**config.mk**
```make
export PLATFORM = sky130hd
export DESIGN_NAME = conv_seq_cu
export DESIGN_NICKNAME = d
export VERILOG_FILES = /design/src/rtl/conv_pkg.sv /design/src/rtl/conv_layer_sel.sv /design/src/rtl/conv_seq_cu.sv
export SDC_FILE = /design/constraint.sdc
export NUM_CORES = 1
export LEC_CHECK = 0
export CAP_MARGIN = 5
export CELL_PAD_IN_SITES_DETAIL_PLACEMENT = 0
export CELL_PAD_IN_SITES_GLOBAL_PLACEMENT = 1
export CORE_MARGIN = 2
export CORE_UTILIZATION = 29
export DETAILED_ROUTE_END_ITERATION = 7
export GPL_TIMING_DRIVEN = 0
export PLACE_DENSITY = 0.69
export SLEW_MARGIN = 20
export SYNTH_ARGS = -nofsm -noshare
export SYNTH_HDL_FRONTEND = slang
export SYNTH_SLANG_ARGS = --single-unit
```
**constraint.sdc**
```tcl
create_clock -name clk -period 4.17 [get_ports clk]
set_clock_uncertainty 0.15 [all_clocks]
set_input_delay 1.251 -clock clk [delete_from_list [all_inputs] [get_ports clk]]
set_output_delay 1.251 -clock clk [all_outputs]
set_load 0.02 [all_outputs]
```
**src/rtl/conv_pkg.sv**
```systemverilog
// Shared types and constants for the multi-layer convolution sequencer.
package conv_pkg;

    localparam int MAX_LAYERS      = 16;
    localparam int DEF_TIMEOUT_CYC = 1024;

    typedef enum logic [2:0] {
        S_IDLE,
        S_MEM_GO,
        S_MEM_WAIT,
        S_PE_GO,
        S_PE_WAIT,
        S_FIN
    } conv_seq_state_t;

endpackage

```
**src/rtl/conv_layer_sel.sv**
```systemverilog
// Finds the lowest enabled layer strictly above cur_idx; cur_idx = -1 yields the first enabled layer.
module conv_layer_sel #(
    parameter int NUM_LAYERS = 2,
    parameter int LAYER_W    = 1
) (
    input  logic [NUM_LAYERS-1:0]  mask,
    input  logic signed [LAYER_W:0] cur_idx,
    output logic [LAYER_W-1:0]     next_idx,
    output logic                   has_next
);
    logic [NUM_LAYERS-1:0] cand;

    for (genvar gi = 0; gi < NUM_LAYERS; gi++) begin : g_cand
        localparam logic signed [LAYER_W:0] GI_S = (LAYER_W+1)'(gi);
        assign cand[gi] = mask[gi] && (GI_S > cur_idx);
    end

    // Scan downward so the lowest candidate is the last one written.
    always_comb begin
        next_idx = '0;
        has_next = 1'b0;
        for (int i = NUM_LAYERS - 1; i >= 0; i--) begin
            if (cand[i]) begin
                next_idx = LAYER_W'(i);
                has_next = 1'b1;
            end
        end
    end

endmodule

```
**src/rtl/conv_seq_cu.sv**
```systemverilog
// Multi-layer convolution control unit: per enabled layer, memory load then PE compute.
// Optional watchdog on every wait phase is enabled by defining CONV_SEQ_TIMEOUT_EN.
module conv_seq_cu
    import conv_pkg::*;
#(
    parameter int NUM_LAYERS  = 2,
    parameter int LAYER_W     = (NUM_LAYERS > 1) ? $clog2(NUM_LAYERS) : 1,
    parameter int TIMEOUT_CYC = DEF_TIMEOUT_CYC
) (
    input  logic                  clk,
    input  logic                  rst_n,
    input  logic                  start,
    input  logic [NUM_LAYERS-1:0] layer_mask,
    input  logic [NUM_LAYERS-1:0] done_mem,
    input  logic [NUM_LAYERS-1:0] done_pe,
    output logic [NUM_LAYERS-1:0] start_mem,
    output logic [NUM_LAYERS-1:0] start_pe,
    output logic [NUM_LAYERS-1:0] wrmem_en,
    output logic                  busy,
    output logic [LAYER_W-1:0]    cur_layer,
    output logic                  done,
    output logic                  err
);
    conv_seq_state_t       state_reg;
    logic [NUM_LAYERS-1:0] mask_reg;
    logic [LAYER_W-1:0]    cur_layer_reg;
    logic [NUM_LAYERS-1:0] start_mem_reg;
    logic [NUM_LAYERS-1:0] start_pe_reg;
    logic [NUM_LAYERS-1:0] wrmem_en_reg;
    logic                  busy_reg;
    logic                  done_reg;

    logic [LAYER_W-1:0]     first_idx;
    logic                   first_has;
    logic [LAYER_W-1:0]     next_idx;
    logic                   next_has;
    logic signed [LAYER_W:0] minus_one;
    logic signed [LAYER_W:0] cur_idx_s;

    assign minus_one = '1;
    assign cur_idx_s = {1'b0, cur_layer_reg};

    conv_layer_sel #(.NUM_LAYERS(NUM_LAYERS), .LAYER_W(LAYER_W)) u_first_sel (
        .mask     (layer_mask),
        .cur_idx  (minus_one),
        .next_idx (first_idx),
        .has_next (first_has)
    );

    conv_layer_sel #(.NUM_LAYERS(NUM_LAYERS), .LAYER_W(LAYER_W)) u_next_sel (
        .mask     (mask_reg),
        .cur_idx  (cur_idx_s),
        .next_idx (next_idx),
        .has_next (next_has)
    );

`ifdef CONV_SEQ_TIMEOUT_EN
    localparam int CNT_W = $clog2(TIMEOUT_CYC + 1);
    logic [CNT_W-1:0] wait_cnt_reg;
    logic             err_reg;
    assign err = err_reg;
`else
    assign err = 1'b0;
`endif

    // Outputs are registered and set on the transition into the state that owns them.
    always_ff @(posedge clk or negedge rst_n) begin
        if (!rst_n) begin
            state_reg     <= S_IDLE;
            mask_reg      <= '0;
            cur_layer_reg <= '0;
            start_mem_reg <= '0;
            start_pe_reg  <= '0;
            wrmem_en_reg  <= '0;
            busy_reg      <= 1'b0;
            done_reg      <= 1'b0;
`ifdef CONV_SEQ_TIMEOUT_EN
            wait_cnt_reg  <= '0;
            err_reg       <= 1'b0;
`endif
        end else begin
            start_mem_reg <= '0;
            start_pe_reg  <= '0;
            done_reg      <= 1'b0;
            case (state_reg)
                S_IDLE: begin
                    if (start) begin
                        mask_reg <= layer_mask;
                        busy_reg <= 1'b1;
`ifdef CONV_SEQ_TIMEOUT_EN
                        err_reg  <= 1'b0;
`endif
                        if (first_has) begin
                            cur_layer_reg <= first_idx;
                            start_mem_reg <= NUM_LAYERS'(1) << first_idx;
                            state_reg     <= S_MEM_GO;
                        end else begin
                            done_reg  <= 1'b1;
                            state_reg <= S_FIN;
                        end
                    end
                end
                S_MEM_GO: begin
                    state_reg <= S_MEM_WAIT;
`ifdef CONV_SEQ_TIMEOUT_EN
                    wait_cnt_reg <= '0;
`endif
                end
                S_MEM_WAIT: begin
                    if (done_mem[cur_layer_reg]) begin
                        start_pe_reg <= NUM_LAYERS'(1) << cur_layer_reg;
                        wrmem_en_reg <= next_has ? (NUM_LAYERS'(1) << next_idx) : '0;
                        state_reg    <= S_PE_GO;
                    end
`ifdef CONV_SEQ_TIMEOUT_EN
                    else if (wait_cnt_reg == CNT_W'(TIMEOUT_CYC)) begin
                        err_reg   <= 1'b1;
                        done_reg  <= 1'b1;
                        state_reg <= S_FIN;
                    end else begin
                        wait_cnt_reg <= wait_cnt_reg + 1'b1;
                    end
`endif
                end
                S_PE_GO: begin
                    state_reg <= S_PE_WAIT;
`ifdef CONV_SEQ_TIMEOUT_EN
                    wait_cnt_reg <= '0;
`endif
                end
                S_PE_WAIT: begin
                    if (done_pe[cur_layer_reg]) begin
                        wrmem_en_reg <= '0;
                        if (next_has) begin
                            cur_layer_reg <= next_idx;
                            start_mem_reg <= NUM_LAYERS'(1) << next_idx;
                            state_reg     <= S_MEM_GO;
                        end else begin
                            done_reg  <= 1'b1;
                            state_reg <= S_FIN;
                        end
                    end
`ifdef CONV_SEQ_TIMEOUT_EN
                    else if (wait_cnt_reg == CNT_W'(TIMEOUT_CYC)) begin
                        err_reg      <= 1'b1;
                        done_reg     <= 1'b1;
                        wrmem_en_reg <= '0;
                        state_reg    <= S_FIN;
                    end else begin
                        wait_cnt_reg <= wait_cnt_reg + 1'b1;
                    end
`endif
                end
                S_FIN: begin
                    busy_reg  <= 1'b0;
                    state_reg <= S_IDLE;
                end
                default: begin
                    busy_reg     <= 1'b0;
                    wrmem_en_reg <= '0;
                    state_reg    <= S_IDLE;
                end
            endcase
        end
    end

    assign start_mem = start_mem_reg;
    assign start_pe  = start_pe_reg;
    assign wrmem_en  = wrmem_en_reg;
    assign busy      = busy_reg;
    assign cur_layer = cur_layer_reg;
    assign done      = done_reg;

endmodule

```
# Yosys cells after proc, flatten, opt, wreduce, memory -nomap -nowiden
# Index checks and enable logic that the tools add are counted.
# W data, S select, Z words.
[word_totals]
in_bits = 9
register_bits = 14
elab_cells = 75
output_inout_bits = 10
[op_classes]
n_shift = 3
n_eq_ne = 10
mux = 38
magnitude_cmp = 3
n_reduce_logical = 11
n_bitwise = 2
[op_table]
columns = ["cell", "n"]
rows = [
  ["$mux W1", 19],
  ["$mux W2", 8],
  ["$mux W3", 5],
  ["$pmux W3 S5", 1],
  ["$ne A2 B2 Y1 const B", 5],
  ["$reduce_or A4 Y1", 2],
  ["$eq A3 B2 Y1 const B", 2],
  ["$eq A3 B3 Y1 const B", 2],
  ["$pmux W1 S2", 3],
  ["$pmux W2 S3", 1],
  ["$reduce_and A3 Y1", 2],
  ["$shl A1 B1 Y2 const A", 3],
  ["$reduce_and A5 Y1", 1],
  ["$pmux W2 S2", 1],
  ["$reduce_and A2 Y1", 2],
  ["$eq A3 B1 Y1 const B", 1],
  ["$logic_not A3 Y1", 1],
  ["$gt A1 B1 Y1 const A", 2],
  ["$logic_and A1 B1 Y1", 2],
  ["$lt A1 B2 Y1 const B", 1],
  ["$not A1 Y1", 2],
  ["$reduce_bool A2 Y1", 1],
]

# Longest topological paths before layout
# Gate-level depths: netlist of run 1.
[depth]
word_depth = 8
mapped_depth = 4
depth_no_buf = 3

# Hierarchy
# A second synthesis of run 1 with hierarchy kept.
[hier_totals]
hier_cells = 75
hier_area_um2 = 779.5
[modules_own_cells]
columns = ["module", "seq_area_each_um2", "instances", "area_each_um2", "cells_per_inst"]
rows = [
  ["conv_seq_cu", 350.3, 1, 719.4, 65],
  ["conv_layer_sel", 0.0, 2, 30.0, 5],
]

# Worst setup path after synthesis of run 1
# OpenSTA, ideal clock, no wires.
[synth_path]
path_kind = "input-to-reg"
start = "input port done_pe[0]"
end = "register state_reg[0]"
setup_time_ns = 0.122
arrival_ns = 1.773
slack_ns = 2.124
required_ns = 3.898
stages = 3
path_buffers = 0
path_cell_list = "mux2_4 -> a211oi_2 -> nor3_1"
[synth_between]
elab_chain_cells = 4
[synth_lines]
columns = ["element", "line_no", "source"]
rows = [
  ["start: declaration", "conv_seq_cu.sv:15", "input logic [NUM_LAYERS-1:0] done_pe,"],
  ["$mux W1 (not written as such) (2 in a row)", "conv_seq_cu.sv:132", "if (done_pe[cur_layer_reg]) begin"],
  ["$ne A2 B2 Y1 (no line)", "n/a", ""],
  ["$reduce_and A3 Y1 (no line)", "n/a", ""],
  ["end signal: assignment", "conv_seq_cu.sv:126", "state_reg <= S_PE_WAIT;"],
  ["end signal: assignment", "conv_seq_cu.sv:137", "state_reg <= S_MEM_GO;"],
  ["end signal: assignment", "conv_seq_cu.sv:140", "state_reg <= S_FIN;"],
  ["end: declaration", "conv_seq_cu.sv:24", "conv_seq_state_t state_reg;"],
]
# Every way passes these cells. The select of a mux whose other input is x is not followed.
# A chain may end at the register's enable or synchronous reset.

# Worst setup path in the final report of run 1
[layout_path]
start = "register busy_reg (netlist: busy)"
end = "output port busy"
[layout_lines]
columns = ["element", "line_no", "source"]
rows = [
  ["start: declaration", "conv_seq_cu.sv:30", "logic busy_reg;"],
  ["start signal: assignment", "conv_seq_cu.sv:75", "busy_reg <= 1'b0;"],
  ["start signal: assignment", "conv_seq_cu.sv:89", "busy_reg <= 1'b1;"],
  ["start signal: assignment", "conv_seq_cu.sv:155", "busy_reg <= 1'b0;"],
  ["end: declaration", "conv_seq_cu.sv:19", "output logic busy,"],
]
# No word-level cell between the ends.

==> impl_metrics.toml, run 1 <==
[outcome]
outcome = "completed"

[global_route]
grt_pass1_vias = 498
grt_usage = 0.1123
grt_max_degree = 13
overflow = 0
grt_pass1_wl_um = 2159
antenna_found_initial = 0

[clock_tree]
clkLatencyLatePin_ns = 0.27
hold_buffers = 0
cts_htree_levels = 1
post-cts-setup-buffers = 0
root_buffer = "clkbuf_4"
numClockSinks = 12
cts_buffers = 3
cts_resized = 0
tritoncts = "yes"
path_clk_slew_ns = 0.08
clock_path_buffers = 2

[critical_path]
crit_path_start_kind = "register"
crit_fanout = 2
cp.depth = 1
path_buf_inv = 1
timing.rr.start = "cur_layer$_DFFE_PN0P_"
ff2ff_setup_slack_ns = 2.74
cp_slowest_cell = "clkdlybuf4s50_1"
cp-endpoint = "busy"
slowest_delay_ns = 0.60
crit_chain = "clkdlybuf4s50_1"
crit_family = "buffers and inverters"
required_ns = 2.77
startpoint = "busy$_DFFE_PN0P_"
reg2reg_depth = 4
critPathKind = "reg -> out"
r2r_end = "done$_DFF_PN0_"
worstPathArrival_ns = 1.22
critPathCaptureType = "output pin"

[finish]
antenna_cells = 0
final_util = 0.4100
n_fill_cell = 215
ff_latch_area_um2 = 300.3
fin_nets = 88
syn_to_final_growth_pct = 36.43
largest_register_ffs = 3
final_layout_size_suffix_gt1_frac = 0.2051
multiInputGateArea_um2 = 291.5

[route]
vias_per_cell = 4.736
remaining_drc_errors = 0
drt-total-wl_um = 1288
ant_nets = 0
via_count = 502
drt-pass1-iter-count = 4
drt_iter0_drc = 8
wl_per_cell_um = 12.15

[floorplan]
die-width_um = 51.19
num_rows = 17
initial_core_util = 0.3005
ios = 19
die_y_um = 51.19
core_region_area_um2 = 2148
die_area_um2 = 2620

[timing]
worst_pin_slew_ns = 0.5493
drv_slew = 0
setup_violations = 0
rsz0062_at_grt = "no"
slew_headroom = 0.6326
fin_crit_ns = 2.624
fin_crit_sh = 0.6294
whs_ns = 0.3484
max_freq_mhz = 381.0
fin_ws_ns = 1.546
finalHoldViolCount = 0
finalSetupTns_ns = 0

[place]
place_ws_ns = 1.574
io_buffer_count = 16
gp_congestion = 0.6702
place_hpwl_um = 956.2

[run]
drv_cap = 0

[synthesis]
synth-seq-cells = 12
avgSynthCellArea_um2 = 11.33
netlist_instances = 57
yosys_warnings = 0
synthesis.area_um2 = 645.6
synth_area_leaders = "dfrtp_1 (47%), nor4b_4 (7.4%), buf_4 (3.5%)"
synth-seq-area-share = 0.4651
yosys.area.top_type_share = 0.4651
synth_top_area_cell = "dfrtp_1"
synthDistinctLibCells = 28

[pwr]
power_density_nw_per_um2 = 638.9
p_total_uw = 562.8
p_leak_nw = 0.3791
ir_drop_uv = 302.2

[hold_path]
hp-start = "busy$_DFFE_PN0P_"
hold_class = "reg -> reg"
## kinds of logic (layout without fill, tap and decap cells)
group,after synthesis,in the layout,synth area share
buffers and inverters,8,28,0.08914
and+or+nand+nor,20,20,0.2345
DFF,12,12,0.4651
other,1,2,0.005808
AOI/OAI and AO/OA,14,14,0.1667
muxes,2,2,0.03875
## through the flow
step                      area, um2  cells
after global placement        844.6    102
after detailed placement      844.6    102
after CTS                     880.8    106
after global routing          880.8    106
after floorplan               649.4     58
final                         880.8    106
## area by class of cell
| class | instances | area share |
|---|---|---|
| clock buffer | 4 | 0.04119 |
| timing repair buffer | 16 | 0.1818 |
| sequential | 12 | 0.3409 |
| tap | 28 | 0.03977 |
| multi-input combinational | 38 | 0.3310 |
| inverter | 2 | 0.008523 |
| buffer | 6 | 0.05682 |
## how the worst min path moves through the flow
| stage | to | slack (ns) | depth (start not counted) |
|---|---|---|---|
| floorplan | done$_DFF_PN0_ | 0.38 | 2 |
| global placement | busy$_DFFE_PN0P_ | 0.33 | 1 |
| detailed placement | busy$_DFFE_PN0P_ | 0.33 | 1 |
| CTS | busy$_DFFE_PN0P_ | 0.35 | 1 |
| global route | busy$_DFFE_PN0P_ | 0.36 | 1 |
| finish | busy$_DFFE_PN0P_ | 0.35 | 1 |
## layout by cell type (no fill, tap or decap), drive strengths merged
cell type      netlist  routed
clkdlybuf4s50        0      16
dfrtp               12      12
buf                  6       6
nand2                5       5
clkbuf               0       4
nor3                 3       3
nand2b               3       3
nor4b                2       2
nand3b               2       2
nor2                 2       2
a21oi                2       2
o21ai                2       2
o21a                 2       2
inv                  2       2
o211ai               2       2
conb                 1       2
and2                 1       1
nand4b               1       1
nor2b                1       1
a21boi               1       1
mux2                 1       1
a32oi                1       1
mux2i                1       1
o211a                1       1
a22o                 1       1
a211oi               1       1
a41oi                1       1
## worst register-to-register path, cell delays in order, from the launching register on
cell and delay (ns):
dfrtp_1 0.34, buf_2 0.21, mux2_4 0.34, a32oi_1 0.22
nor3_1 0.06
## synth_stat cells (all sizes together)
| master | n |
|---|---|
| a21oi | 2 |
| nor2b | 1 |
| a21boi | 1 |
| nand2b | 3 |
| nand4b | 1 |
| and2 | 1 |
| dfrtp | 12 |
| o211a | 1 |
| nand3b | 2 |
| nor3 | 3 |
| nor2 | 2 |
| mux2 | 1 |
| a22o | 1 |
| buf | 6 |
| a41oi | 1 |
| mux2i | 1 |
| inv | 2 |
| a211oi | 1 |
| o21a | 2 |
| conb | 1 |
| o211ai | 2 |
| nand2 | 5 |
| a32oi | 1 |
| o21ai | 2 |
| nor4b | 2 |
## power by group
group | internal, mW | switching, mW
clock | 0.0531 | 0.0394
sequential | 0.156 | 0.0285
combinational | 0.142 | 0.144
## routing by layer
metal	global-route usage	wire [um]	vias to the layer above
met4	0.06757	16	0
met2	0.1883	658	12
met1	0.1342	557	247
met5	0	0	-
li1	-	-	241
met3	0.01754	55	2
Power figures use the tool's default switching activity.
==> run 2, diff against run 1 <==
- PLACE_DENSITY: 0.69 -> 0.71
- clock period: 4.17 -> 2.2 ns (I/O delays scaled with it)
==> impl_metrics.toml, run 2 (same netlist as run 1, synthesis figures left out) <==
[finish]
largest_register_ffs = 3
final_cell_mix = "clkdlybuf4s50_1 (16), dfrtp_1 (12), nand2_1 (5)"
fin_nets = 88
n_fill_cell = 213
final_util = 0.4036
antenna_cells = 0
syn_to_final_growth_pct = 34.30
final_layout_size_suffix_gt1_frac = 0.1948
layout_commonest_cell = "clkdlybuf4s50_1"

[critical_path]
required_ns = 1.39
slowest_delay_ns = 0.60
critPathKind = "reg -> out"
path_buf_inv = 1
crit_fanout = 2
critPathCaptureType = "output pin"
worstPathArrival_ns = 1.23
crit_path_start_kind = "register"
crit_chain = "clkdlybuf4s50_1"
crit_family = "buffers and inverters"
cp_slowest_cell = "clkdlybuf4s50_1"

[hold_path]
hold_class = "reg -> reg"

[pwr]
ir_drop_uv = 458.7
p_leak_nw = 0.3719
p_total_mw = 1.022
power_density_nw_per_um2 = 1178

[timing]
worst_pin_slew_ns = 0.5582
whs_ns = 0.3494
setup_violations = 0
fin_ws_ns = 0.1603
slew_headroom = 0.6267
rsz0062_at_grt = "no"
finalSetupTns_ns = 0
max_freq_mhz = 490.3
finalHoldViolCount = 0
drv_slew = 0
fin_crit_sh = 0.9271
fin_crit_ns = 2.040

[clock_tree]
post-cts-setup-buffers = 0
path_clk_slew_ns = 0.07
cts_htree_levels = 1
root_buffer = "clkbuf_4"
cts_buffers = 3
numClockSinks = 12
clock_path_buffers = 2
tritoncts = "yes"
cts_resized = 0
clkLatencyLatePin_ns = 0.28
hold_buffers = 0

[route]
drt_iter0_drc = 7
remaining_drc_errors = 0
wl_per_cell_um = 11.87
drt-pass1-iter-count = 4
ant_nets = 0
drt-total-wl_um = 1246
vias_per_cell = 4.648
via_count = 488

[global_route]
grt_pass1_wl_um = 2083
grt_pass1_vias = 476
grt_usage = 0.1070
antenna_found_initial = 0
grt_max_degree = 13
overflow = 0

[place]
gp_congestion = 0.7041
place_hpwl_um = 916.6
place_ws_ns = 0.2040
io_buffer_count = 16

[outcome]
outcome = "completed"

[floorplan]
core_region_area_um2 = 2148
ios = 19
num_rows = 17
die_area_um2 = 2620
die_y_um = 51.19
initial_core_util = 0.3005
die-width_um = 51.19

[run]
drv_cap = 0
## run 2: cell count changes in the layout (fill, tap and decap cells not counted), sizes merged
cell / change
clkbuf: -1
## run 2: final timing paths
kind                                       start                       end  slack (ns)  depth (start not counted)
setup / recovery                busy$_DFFE_PN0P_                      busy        0.16                          1
hold / removal                  busy$_DFFE_PN0P_          busy$_DFFE_PN0P_        0.35                          1
setup reg to reg           cur_layer$_DFFE_PN0P_            done$_DFF_PN0_        0.78                          4
hold reg to reg                 busy$_DFFE_PN0P_          busy$_DFFE_PN0P_        0.35                          1
max in group asynchronous                  rst_n     cur_layer$_DFFE_PN0P_        0.94                          1
min in group asynchronous                  rst_n  state_reg[1]$_DFFE_PN0P_        0.59                          1
## run 2: cell type report
cell class / count / area, um2 / share of cell area
Buffer: 6 / 50.05 / 0.05772
Clock buffer: 3 / 22.52 / 0.02597
Inverter: 2 / 7.507 / 0.008658
Multi-Input combinational cell: 38 / 291.5 / 0.3362
Sequential cell: 12 / 300.3 / 0.3463
Tap cell: 28 / 35.03 / 0.04040
Timing Repair Buffer: 16 / 160.2 / 0.1847
## run 2: power by group
group	total, mW	internal (mW)	switching, mW
Clock	0.135	0.0635	0.0717
Sequential	0.348	0.296	0.0523
Combinational	0.538	0.269	0.270
Total	1.02	0.628	0.394
## run 2: routing by layer
| layer | GRT usage | share of wire |
|---|---|---|
| met5 | 0 | 0 |
| met4 | 0.08108 | 0.035 |
| met3 | 0.01754 | 0.052 |
| met2 | 0.1732 | 0.49 |
| met1 | 0.1257 | 0.42 |
## run 2: stage by stage
step           std cells  instance area, um2
2_1_floorplan         58               649.4
6_report             105               867.1
3_5_place_dp         102               844.6
3_3_place_gp         102               844.6
4_1_cts              105               867.1
5_1_grt              105               867.1
==> run 3, diff against run 2 <==
- SKIP_CTS_REPAIR_TIMING: unset -> 1
==> results of run 3 <==
No change in the layout: final DEF, timing and power equal those of run 2.
